### src/rtl/alu_seq.sv
// Multi-cycle ALU: logical/shift/rotate/add/sub finish in one cycle; signed
// multiply (shift-add) and divide (restoring) iterate one bit per cycle.
module alu_seq #(
    parameter  int WIDTH = 32,
    localparam int SHW   = $clog2(WIDTH)
) (
    input  logic               clk,
    input  logic               reset_n,
    input  logic               start,
    input  logic [4:0]         op_code,
    input  logic [WIDTH-1:0]   in_A,
    input  logic [WIDTH-1:0]   in_B,
    output logic [2*WIDTH-1:0] out,
    output logic               busy,
    output logic               done,
    output logic               zero,
    output logic               div_zero,
    output logic               illegal_op,
    output logic [1:0]         dbg_state
);

    localparam logic [1:0] S_IDLE   = 2'd0;
    localparam logic [1:0] S_RUN    = 2'd1;
    localparam logic [1:0] S_FINISH = 2'd2;

    localparam logic [4:0] OP_OR   = 5'b00001;
    localparam logic [4:0] OP_AND  = 5'b00010;
    localparam logic [4:0] OP_NEG  = 5'b00011;
    localparam logic [4:0] OP_NOT  = 5'b00100;
    localparam logic [4:0] OP_SHL  = 5'b00101;
    localparam logic [4:0] OP_SHR  = 5'b00110;
    localparam logic [4:0] OP_SHRA = 5'b00111;
    localparam logic [4:0] OP_ROL  = 5'b01000;
    localparam logic [4:0] OP_ROR  = 5'b01001;
    localparam logic [4:0] OP_ADD  = 5'b01010;
    localparam logic [4:0] OP_SUB  = 5'b01011;
    localparam logic [4:0] OP_MUL  = 5'b01100;
    localparam logic [4:0] OP_DIV  = 5'b01101;

    // Handshake: start is sampled on a rising edge only while busy=0; done
    // pulses for one cycle whenever out and the flags are updated.
    logic [1:0]         state_q, state_d;
    logic [SHW-1:0]     cnt_q, cnt_d;
    logic               is_div_q, is_div_d;
    logic               neg_lo_q, neg_lo_d;
    logic               neg_hi_q, neg_hi_d;
    logic [WIDTH-1:0]   a_q, a_d;
    logic [WIDTH-1:0]   b_q, b_d;
    logic [WIDTH-1:0]   hi_q, hi_d;
    logic [WIDTH-1:0]   lo_q, lo_d;
    logic [2*WIDTH-1:0] out_q, out_d;
    logic               busy_q, busy_d;
    logic               done_q, done_d;
    logic               zero_q, zero_d;
    logic               div_zero_q, div_zero_d;
    logic               illegal_q, illegal_d;

    logic [SHW-1:0]     sh;
    logic               big_sh;
    logic [SHW-1:0]     idx_l, idx_r;
    logic [WIDTH-1:0]   rol_v, ror_v;
    logic [WIDTH-1:0]   sc_lo;
    logic               sc_illegal;
    logic               is_iter;
    logic [WIDTH-1:0]   a_abs, b_abs;
    logic [WIDTH:0]     mul_sum;
    logic [WIDTH:0]     div_shift;
    logic [WIDTH-1:0]   div_diff;
    logic               div_ge;
    logic [2*WIDTH-1:0] fin_res;
    logic [2*WIDTH-1:0] prod;

    assign sh      = in_B[SHW-1:0];
    assign big_sh  = |in_B[WIDTH-1:SHW];
    assign is_iter = (op_code == OP_MUL) || (op_code == OP_DIV);
    assign a_abs   = in_A[WIDTH-1] ? -in_A : in_A;
    assign b_abs   = in_B[WIDTH-1] ? -in_B : in_B;

    always_comb begin
        rol_v = '0;
        ror_v = '0;
        idx_l = '0;
        idx_r = '0;
        for (int i = 0; i < WIDTH; i++) begin
            idx_l    = SHW'(i) - sh;
            idx_r    = SHW'(i) + sh;
            rol_v[i] = in_A[idx_l];
            ror_v[i] = in_A[idx_r];
        end
    end

    always_comb begin
        sc_lo      = '0;
        sc_illegal = 1'b0;
        case (op_code)
            OP_OR:   sc_lo = in_A | in_B;
            OP_AND:  sc_lo = in_A & in_B;
            OP_NEG:  sc_lo = -in_B;
            OP_NOT:  sc_lo = ~in_B;
            OP_SHL:  sc_lo = big_sh ? '0 : (in_A << sh);
            OP_SHR:  sc_lo = big_sh ? '0 : (in_A >> sh);
            OP_SHRA: sc_lo = big_sh ? {WIDTH{in_A[WIDTH-1]}} : ($signed(in_A) >>> sh);
            OP_ROL:  sc_lo = rol_v;
            OP_ROR:  sc_lo = ror_v;
            OP_ADD:  sc_lo = in_A + in_B;
            OP_SUB:  sc_lo = in_A - in_B;
            OP_MUL, OP_DIV: sc_lo = '0;
            default: sc_illegal = 1'b1;
        endcase
    end

    // Multiply shifts {hi,lo} right with lo preloaded by |B|; divide shifts
    // the dividend (lo) into the partial remainder (hi) MSB first.
    assign mul_sum   = {1'b0, hi_q} + (lo_q[0] ? {1'b0, a_q} : '0);
    assign div_shift = {hi_q, lo_q[WIDTH-1]};
    assign div_ge    = div_shift >= {1'b0, b_q};
    assign div_diff  = div_shift[WIDTH-1:0] - b_q;
    assign prod      = {hi_q, lo_q};

    always_comb begin
        fin_res = neg_lo_q ? -prod : prod;
        if (is_div_q) begin
            if (b_q == '0) begin
                fin_res = {(neg_hi_q ? -a_q : a_q), {WIDTH{1'b1}}};
            end else begin
                fin_res = {(neg_hi_q ? -hi_q : hi_q), (neg_lo_q ? -lo_q : lo_q)};
            end
        end
    end

    always_comb begin
        state_d    = state_q;
        cnt_d      = cnt_q;
        is_div_d   = is_div_q;
        neg_lo_d   = neg_lo_q;
        neg_hi_d   = neg_hi_q;
        a_d        = a_q;
        b_d        = b_q;
        hi_d       = hi_q;
        lo_d       = lo_q;
        out_d      = out_q;
        busy_d     = busy_q;
        done_d     = 1'b0;
        zero_d     = zero_q;
        div_zero_d = div_zero_q;
        illegal_d  = illegal_q;
        case (state_q)
            S_IDLE: begin
                if (start) begin
                    if (is_iter) begin
                        state_d  = S_RUN;
                        busy_d   = 1'b1;
                        cnt_d    = '0;
                        is_div_d = (op_code == OP_DIV);
                        neg_lo_d = in_A[WIDTH-1] ^ in_B[WIDTH-1];
                        neg_hi_d = in_A[WIDTH-1];
                        a_d      = a_abs;
                        b_d      = b_abs;
                        hi_d     = '0;
                        lo_d     = (op_code == OP_DIV) ? a_abs : b_abs;
                    end else begin
                        out_d      = {{WIDTH{1'b0}}, sc_lo};
                        zero_d     = (sc_lo == '0);
                        div_zero_d = 1'b0;
                        illegal_d  = sc_illegal;
                        done_d     = 1'b1;
                    end
                end
            end
            S_RUN: begin
                if (is_div_q) begin
                    hi_d = div_ge ? div_diff : div_shift[WIDTH-1:0];
                    lo_d = {lo_q[WIDTH-2:0], div_ge};
                end else begin
                    hi_d = mul_sum[WIDTH:1];
                    lo_d = {mul_sum[0], lo_q[WIDTH-1:1]};
                end
                cnt_d = cnt_q + 1'b1;
                if (cnt_q == SHW'(WIDTH - 1)) begin
                    state_d = S_FINISH;
                end
            end
            S_FINISH: begin
                out_d      = fin_res;
                zero_d     = (fin_res == '0);
                div_zero_d = is_div_q && (b_q == '0);
                illegal_d  = 1'b0;
                done_d     = 1'b1;
                busy_d     = 1'b0;
                state_d    = S_IDLE;
            end
            default: begin
                state_d = S_IDLE;
                busy_d  = 1'b0;
            end
        endcase
    end

    always_ff @(posedge clk or negedge reset_n) begin
        if (!reset_n) begin
            state_q    <= S_IDLE;
            cnt_q      <= '0;
            is_div_q   <= 1'b0;
            neg_lo_q   <= 1'b0;
            neg_hi_q   <= 1'b0;
            a_q        <= '0;
            b_q        <= '0;
            hi_q       <= '0;
            lo_q       <= '0;
            out_q      <= '0;
            busy_q     <= 1'b0;
            done_q     <= 1'b0;
            zero_q     <= 1'b0;
            div_zero_q <= 1'b0;
            illegal_q  <= 1'b0;
        end else begin
            state_q    <= state_d;
            cnt_q      <= cnt_d;
            is_div_q   <= is_div_d;
            neg_lo_q   <= neg_lo_d;
            neg_hi_q   <= neg_hi_d;
            a_q        <= a_d;
            b_q        <= b_d;
            hi_q       <= hi_d;
            lo_q       <= lo_d;
            out_q      <= out_d;
            busy_q     <= busy_d;
            done_q     <= done_d;
            zero_q     <= zero_d;
            div_zero_q <= div_zero_d;
            illegal_q  <= illegal_d;
        end
    end

    assign out        = out_q;
    assign busy       = busy_q;
    assign done       = done_q;
    assign zero       = zero_q;
    assign div_zero   = div_zero_q;
    assign illegal_op = illegal_q;
    assign dbg_state  = state_q;

endmodule

### config.mk
export PLATFORM = sky130hd
export DESIGN_NAME = alu_seq
export DESIGN_NICKNAME = d
export VERILOG_FILES = /design/src/rtl/alu_seq.sv
export SDC_FILE = /design/constraint.sdc
export NUM_CORES = 2
export LEC_CHECK = 0
export BUFFER_PORTS_ARGS = -buffer_cell sky130_fd_sc_hd__buf_2
export CAP_MARGIN = 20
export CORE_MARGIN = 2
export CORE_UTILIZATION = 30
export DETAILED_ROUTE_END_ITERATION = 8
export GPL_TIMING_DRIVEN = 0
export HOLD_SLACK_MARGIN = 0.12
export PLACE_DENSITY = 0.55
export REMOVE_ABC_BUFFERS = 1
export SETUP_SLACK_MARGIN = 0.05
export SLEW_MARGIN = 10
export SYNTH_ARGS = -nofsm -noshare
export SYNTH_HDL_FRONTEND = slang
export SYNTH_SLANG_ARGS = --single-unit
export TNS_END_PERCENT = 20
### constraint.sdc
create_clock -name clk -period 5.5 [get_ports clk]
set_input_delay 0.55 -clock clk [delete_from_list [all_inputs] [get_ports clk]]
set_output_delay 0.55 -clock clk [all_outputs]
set_load 0.01 [all_outputs]
# Word-level counts from Yosys, hierarchy flattened
# Cells that the tools add are included.
# W data, S select, Z words.
dict set report totals {
  ff_bits 207
  inputBits 72
  out_inout_bits 71
}
dict set report op_classes {
  n_addsub 74
  n_lt_le_gt_ge 65
  eq_ne 20
  shifts 3
  muxes 177
  bitwise_logic 5
  reduce_logical 15
}
# cell count
set op_table {}
lappend op_table {{$mux W32} 17}
lappend op_table {{$lt A5 B6 Y1 const B} 64}
lappend op_table {{$pmux W32 S11} 1}
lappend op_table {{$bmux W1 S5} 64}
lappend op_table {{$mux W64} 5}
lappend op_table {{$neg A32 Y32} 5}
lappend op_table {{$pmux W32 S2} 2}
lappend op_table {{$pmux W64 S2} 1}
lappend op_table {{$add A5 B5 Y5 const A} 16}
lappend op_table {{$sub A5 B5 Y5 const A} 16}
lappend op_table {{$mux W1} 75}
lappend op_table {{$logic_not A32 Y1} 2}
lappend op_table {{$logic_not A64 Y1} 1}
lappend op_table {{$neg A64 Y64} 1}
lappend op_table {{$sub A32 B32 Y32} 2}
lappend op_table {{$add A4 B5 Y5 const A} 8}
lappend op_table {{$sub A4 B5 Y5 const A} 8}
lappend op_table {{$add A32 B32 Y33} 1}
lappend op_table {{$ge A33 B32 Y1} 1}
lappend op_table {{$add A32 B32 Y32} 1}
lappend op_table {{$and A32 B32 Y32} 1}
lappend op_table {{$not A32 Y32} 1}
lappend op_table {{$or A32 B32 Y32} 1}
lappend op_table {{$shl A32 B5 Y32} 1}
lappend op_table {{other kinds (31)} 64}

# Logic depth before layout (Yosys ltp)
dict set report depth {
  depth_word 8
  ltp_mapped 28
  depth_no_buf 20
}

# Least setup slack after synthesis
# OpenSTA, ideal clock, no wires.
dict set report synth_timing {
  path_kind {input port to flip-flop}
  start {in in_B[1]}
  end {reg zero_q (netlist: zero)}
  setup_ns 0.066
  arrival_ns 7.058
  required_ns 5.434
  path_slack_ns -1.624
  cell_stages 26
  n_path_buf 8
  cell_sequence {buf_2 -> inv_1 -> clkbuf_1 -> clkbuf_1 -> buf_1 -> buf_1 -> ha_1 -> clkbuf_1 -> clkbuf_1 -> buf_1 -> nand2_1 -> o21ai_0 -> inv_1 -> ha_1 -> nor2b_1 -> o31ai_1 -> a211o_1 -> o31ai_1 -> a2111oi_2 -> nand3_1 -> or4_1 -> or4_1 -> nor4_1 -> nand4_1 -> nor4_1 -> a221o_1}
}
dict set report synth_via {
  elab_chain_len 8
}
# item line
set synth_lines {}
lappend synth_lines {{from (decl)} 12} ;# input logic [WIDTH-1:0] in_B,
lappend synth_lines {{$sub A1 B5 Y5, or another cell as far along} 85} ;# idx_l = SHW'(i) - sh;
lappend synth_lines {{$bmux W1 S5 (on tied branches)} {87, 88}}
lappend synth_lines {{$mux W1 (on tied branches)} {87, 88}}
lappend synth_lines {{$pmux W32 S11 *} 95} ;# case (op_code)
lappend synth_lines {{$logic_not A32 Y1 *} 163} ;# zero_d = (sc_lo == '0);
lappend synth_lines {{$mux W1 *} 150} ;# if (is_iter) begin
lappend synth_lines {{$mux W1 *} 149} ;# if (start) begin
lappend synth_lines {{$pmux W1 S2 *} 147} ;# case (state_q)
lappend synth_lines {{to (signal assigned)} 229} ;# zero_q <= zero_d;
lappend synth_lines {{to (decl)} 54} ;# logic zero_q, zero_d;
# Mark *: on every way between the ends. The rest lies on a longest branch, timed or not. The select of a mux whose other input is x is not followed.
# A chain may end at the register's enable or synchronous reset.

# Final worst setup path
dict set report layout_timing {
  start {in in_B[4]}
  end {reg zero_q (netlist: zero)}
}
# Same word-level chain as after synthesis.

==> qor.yml <==
outcome:
  outcome: "finished, final reports clean"
clock_tree:
  numClockSinks: 207
  htreeDepth: 1
  cts_inserted_buffers: 24
  clk_latency_ns: 0.56
  clk_pin_slew_worst_paths_ns: 0.06
  cts_tree: "yes"
  cts_buffer_depth: 3
  root_buffer: "clkbuf_16"
floorplanning:
  rows: 114
  core_mm2: 0.0966
  initial_core_util_pct: 30.2
  dieArea_mm2: 0.0999
  ios: 143
  fp.dieW_um: 316
  die_h_um: 316
route:
  drt-wirelength-per-cell_um: 27.3
  antenna_left: 0
  firstDrtPassIters: 7
  vias_per_cell: 6.26
  drc: 0
  via_count: 31500
  wl_um: 138000
  drt_iter0_drc: 4001
timing:
  period_share_pct: 98.2
  worst_pin_slew_ns: 1.24
  maxSlewViolCount: 0
  rsz0062_at_grt: "yes"
  tns_ns: 0
  clock-skew-final_ns: 0.0241
  max_clock_freq_ghz: 0.185
  fin_crit_ns: 5.40
  setup_violations: 0
  slew_headroom_pct: 16.5
  hold_viol: 0
place:
  gp_congestion: 1.07
  port_buffers: 142
  hpwl_um: 103000
power_and_ir_drop:
  total_power_uw: 10700
  p_leak_uw: 0.0137
  power_density_mw_per_mm2: 327
  ir_drop_mv: 0.200
worst_setup_path:
  crit_type: "primary input to flop"
  r2r-start: "lo_q[0]"
  cp_max_fo: 68
  crit_start: "in_B[4]"
  r2r-end: "zero"
  worstSetupEndpoint: "zero"
  ff2ff_path_depth: 11
  worstPathRequired_ns: 5.94
  worst_ep_arrival_time_ns: 5.85
  cp-start-kind: "primary input"
  regToRegSetupSlack_ns: 0.14
  end_kind: "flop"
yosys:
  syn_area_per_cell_um2: 7.64
  synthArstFlopShare_pct: 100
  yosysUniqueCellTypes: 89
  synth_top_area_share_pct: 17.7
  ys_seq_area_share_pct: 17.7
  synth_seq_cells: 207
  synth_ff_type: "dfrtp_1"
  synthesis.area_mm2: 0.0292
  yosysWarnings: 0
  synth_area_leaders: "dfrtp_1, mux4_2, nand2_1"
  synth-edff-count: 0
  yosysTopAreaCell: "dfrtp_1"
  syn-instance-count: 3823
cells_and_area:
  areaGrowthSynthToFinish_pct: 11.9
  layout.nets: 3934
  drive_gt1_share_pct: 13.9
  multi_input_comb_area_mm2: 0.0229
  regArea_mm2: 0.00519
  fill_cells: 10200
min_path:
  hold_path_class: "primary input to flop"
grt:
  grt_first_pass_wirelength_um: 200000
  grt_max_degree: 99
  gr-total-overflow: 0
  grt_antenna_before_repair: 12
  grt_pass1_vias: 28800
  grt_usage_pct: 26.6
job:
  maxCapViolCount: 0
-- per-layer routing --
layer | global-route usage [%] | part of all wire [%] | wire length, µm
met5 | 0 | 0.040 | 55
met4 | 14.0 | 6.5 | 8930
met2 | 41.8 | 44 | 60400
met3 | 5.45 | 11 | 14700
met1 | 34.4 | 39 | 53500
-- cells by family after synthesis --
family	after synthesis	synth area share, %
adders and majority gates	124	5.39
AOI/OAI and AO/OA	1095	23.9
xor gates and xnor gates	300	9.02
muxes	350	16.6
buffers and inverters	411	5.52
DFF	207	17.7
and+or+nand+nor	1336	21.8
-- state kept, by name (all words and copies together), names as in the netlist --
| register | count |
|---|---|
| a_q | 32 |
| b_q | 32 |
| busy | 1 |
| cnt_q | 5 |
| dbg_state | 2 |
| div_zero | 1 |
| done | 1 |
| hi_q | 32 |
| illegal_op | 1 |
| is_div_q | 1 |
| lo_q | 32 |
| neg_hi_q | 1 |
| neg_lo_q | 1 |
| out | 64 |
| zero | 1 |
-- power by group --
part	internal, µW	leakage [µW]	switching (µW)	total (µW)
clock network	1040	0.000400	712	1750
registers	1840	0.00271	757	2600
logic	2460	0.0106	3860	6320
-- critical path: stages --
cell and delay [ns]:
buf_12 0.19, inv_12 0.17, buf_12 0.22, ha_1 0.19, nand3b_1 0.15, or4_4 0.56
or4b_4 0.58, nand2_1 0.11, xor2_1 0.16, ha_1 0.32, a21oi_1 0.25, o21ai_2 0.13
or3_1 0.35, o21a_1 0.24, a221o_1 0.34, a21oi_1 0.21, o21ai_0 0.15, mux2i_1 0.17
o21ai_2 0.29, nor4_4 0.09, a221o_1 0.33
-- worst min-delay path by stage --
| stage | start | to | cells after the start |
|---|---|---|---|
| after floorplan | reset_n | a_q[0] | 0 |
| after global placement | out[0] | out[0] | 2 |
| after detailed placement | out[0] | out[0] | 2 |
| after CTS | start | busy | 3 |
| after global routing | start | busy | 3 |
| final | start | busy | 3 |
-- layout by cell type, fill, tap and decap left out, drive strengths merged, types with 39 or more instances in the layout --
master,instances
mux2i,182
a31oi,59
xnor2,157
a21oi,225
nor4,39
nand2,526
or4,43
o21ai,340
dfrtp,207
xor2,143
buf,199
and2,45
nor2,259
mux4,101
nand4,41
mux2,67
nor3,100
nand3,79
a21o,59
or3,50
a211oi,44
inv,90
ha,121
-- what timing repair did --
item | CTS | global route
setup buffers | 15 | 1
hold buffers | 1 | 0
endpoints found under the setup margin | 21 | 6
endpoints found under the hold margin | 54 | 0
gates resized for setup | 69 | 26
gates cloned | 7 | 0
pin swaps | 15 | 8
-- layout make-up --
class | count | share of cell area (%)
clock inverters | 12 | 0.521
flip-flops and latches | 207 | 15.9
inverters | 91 | 1.25
repair inverters | 2 | 0.0536
repair buffers | 207 | 5.34
multi-input cells | 3205 | 70.0
diodes | 5 | 0.0383
well taps | 1276 | 4.88
clock buffers | 31 | 2.04
-- cells in the mapped netlist, drive strengths merged (39+ instances only) --
master and n:
nor2 259, nand2 526, a31oi 59, and2 45
or4 43, a21o 59, nor3 100, inv 89
buf 58, nand3 79, mux4 101, mux2 67
a211oi 44, clkbuf 262, nor4 39, nand4 41
or3 50, xnor2 157, xor2 143, o21ai 340
a21oi 225, mux2i 182, ha 121, dfrtp 207
-- per-stage QoR --
| step | worst slack [ns] | area, µm² | instances | utilization [%] | hold slack (ns) |
|---|---|---|---|---|---|
| after floorplan | -1.92 | 27900 | 3503 | - | 0.254 |
| after global placement | -8.65 | 30200 | 4921 | 31.3 | 0.452 |
| after detailed placement | -2.64 | 31000 | 4960 | 32.1 | 0.457 |
| after CTS | 0.0517 | 32500 | 5026 | 33.7 | 0.293 |
| after global routing | -0.0552 | 32700 | 5031 | 33.8 | 0.328 |
| final | 0.0968 | 32700 | 5036 | 33.9 | 0.311 |
No activity file was read; power rests on OpenSTA's default activity.
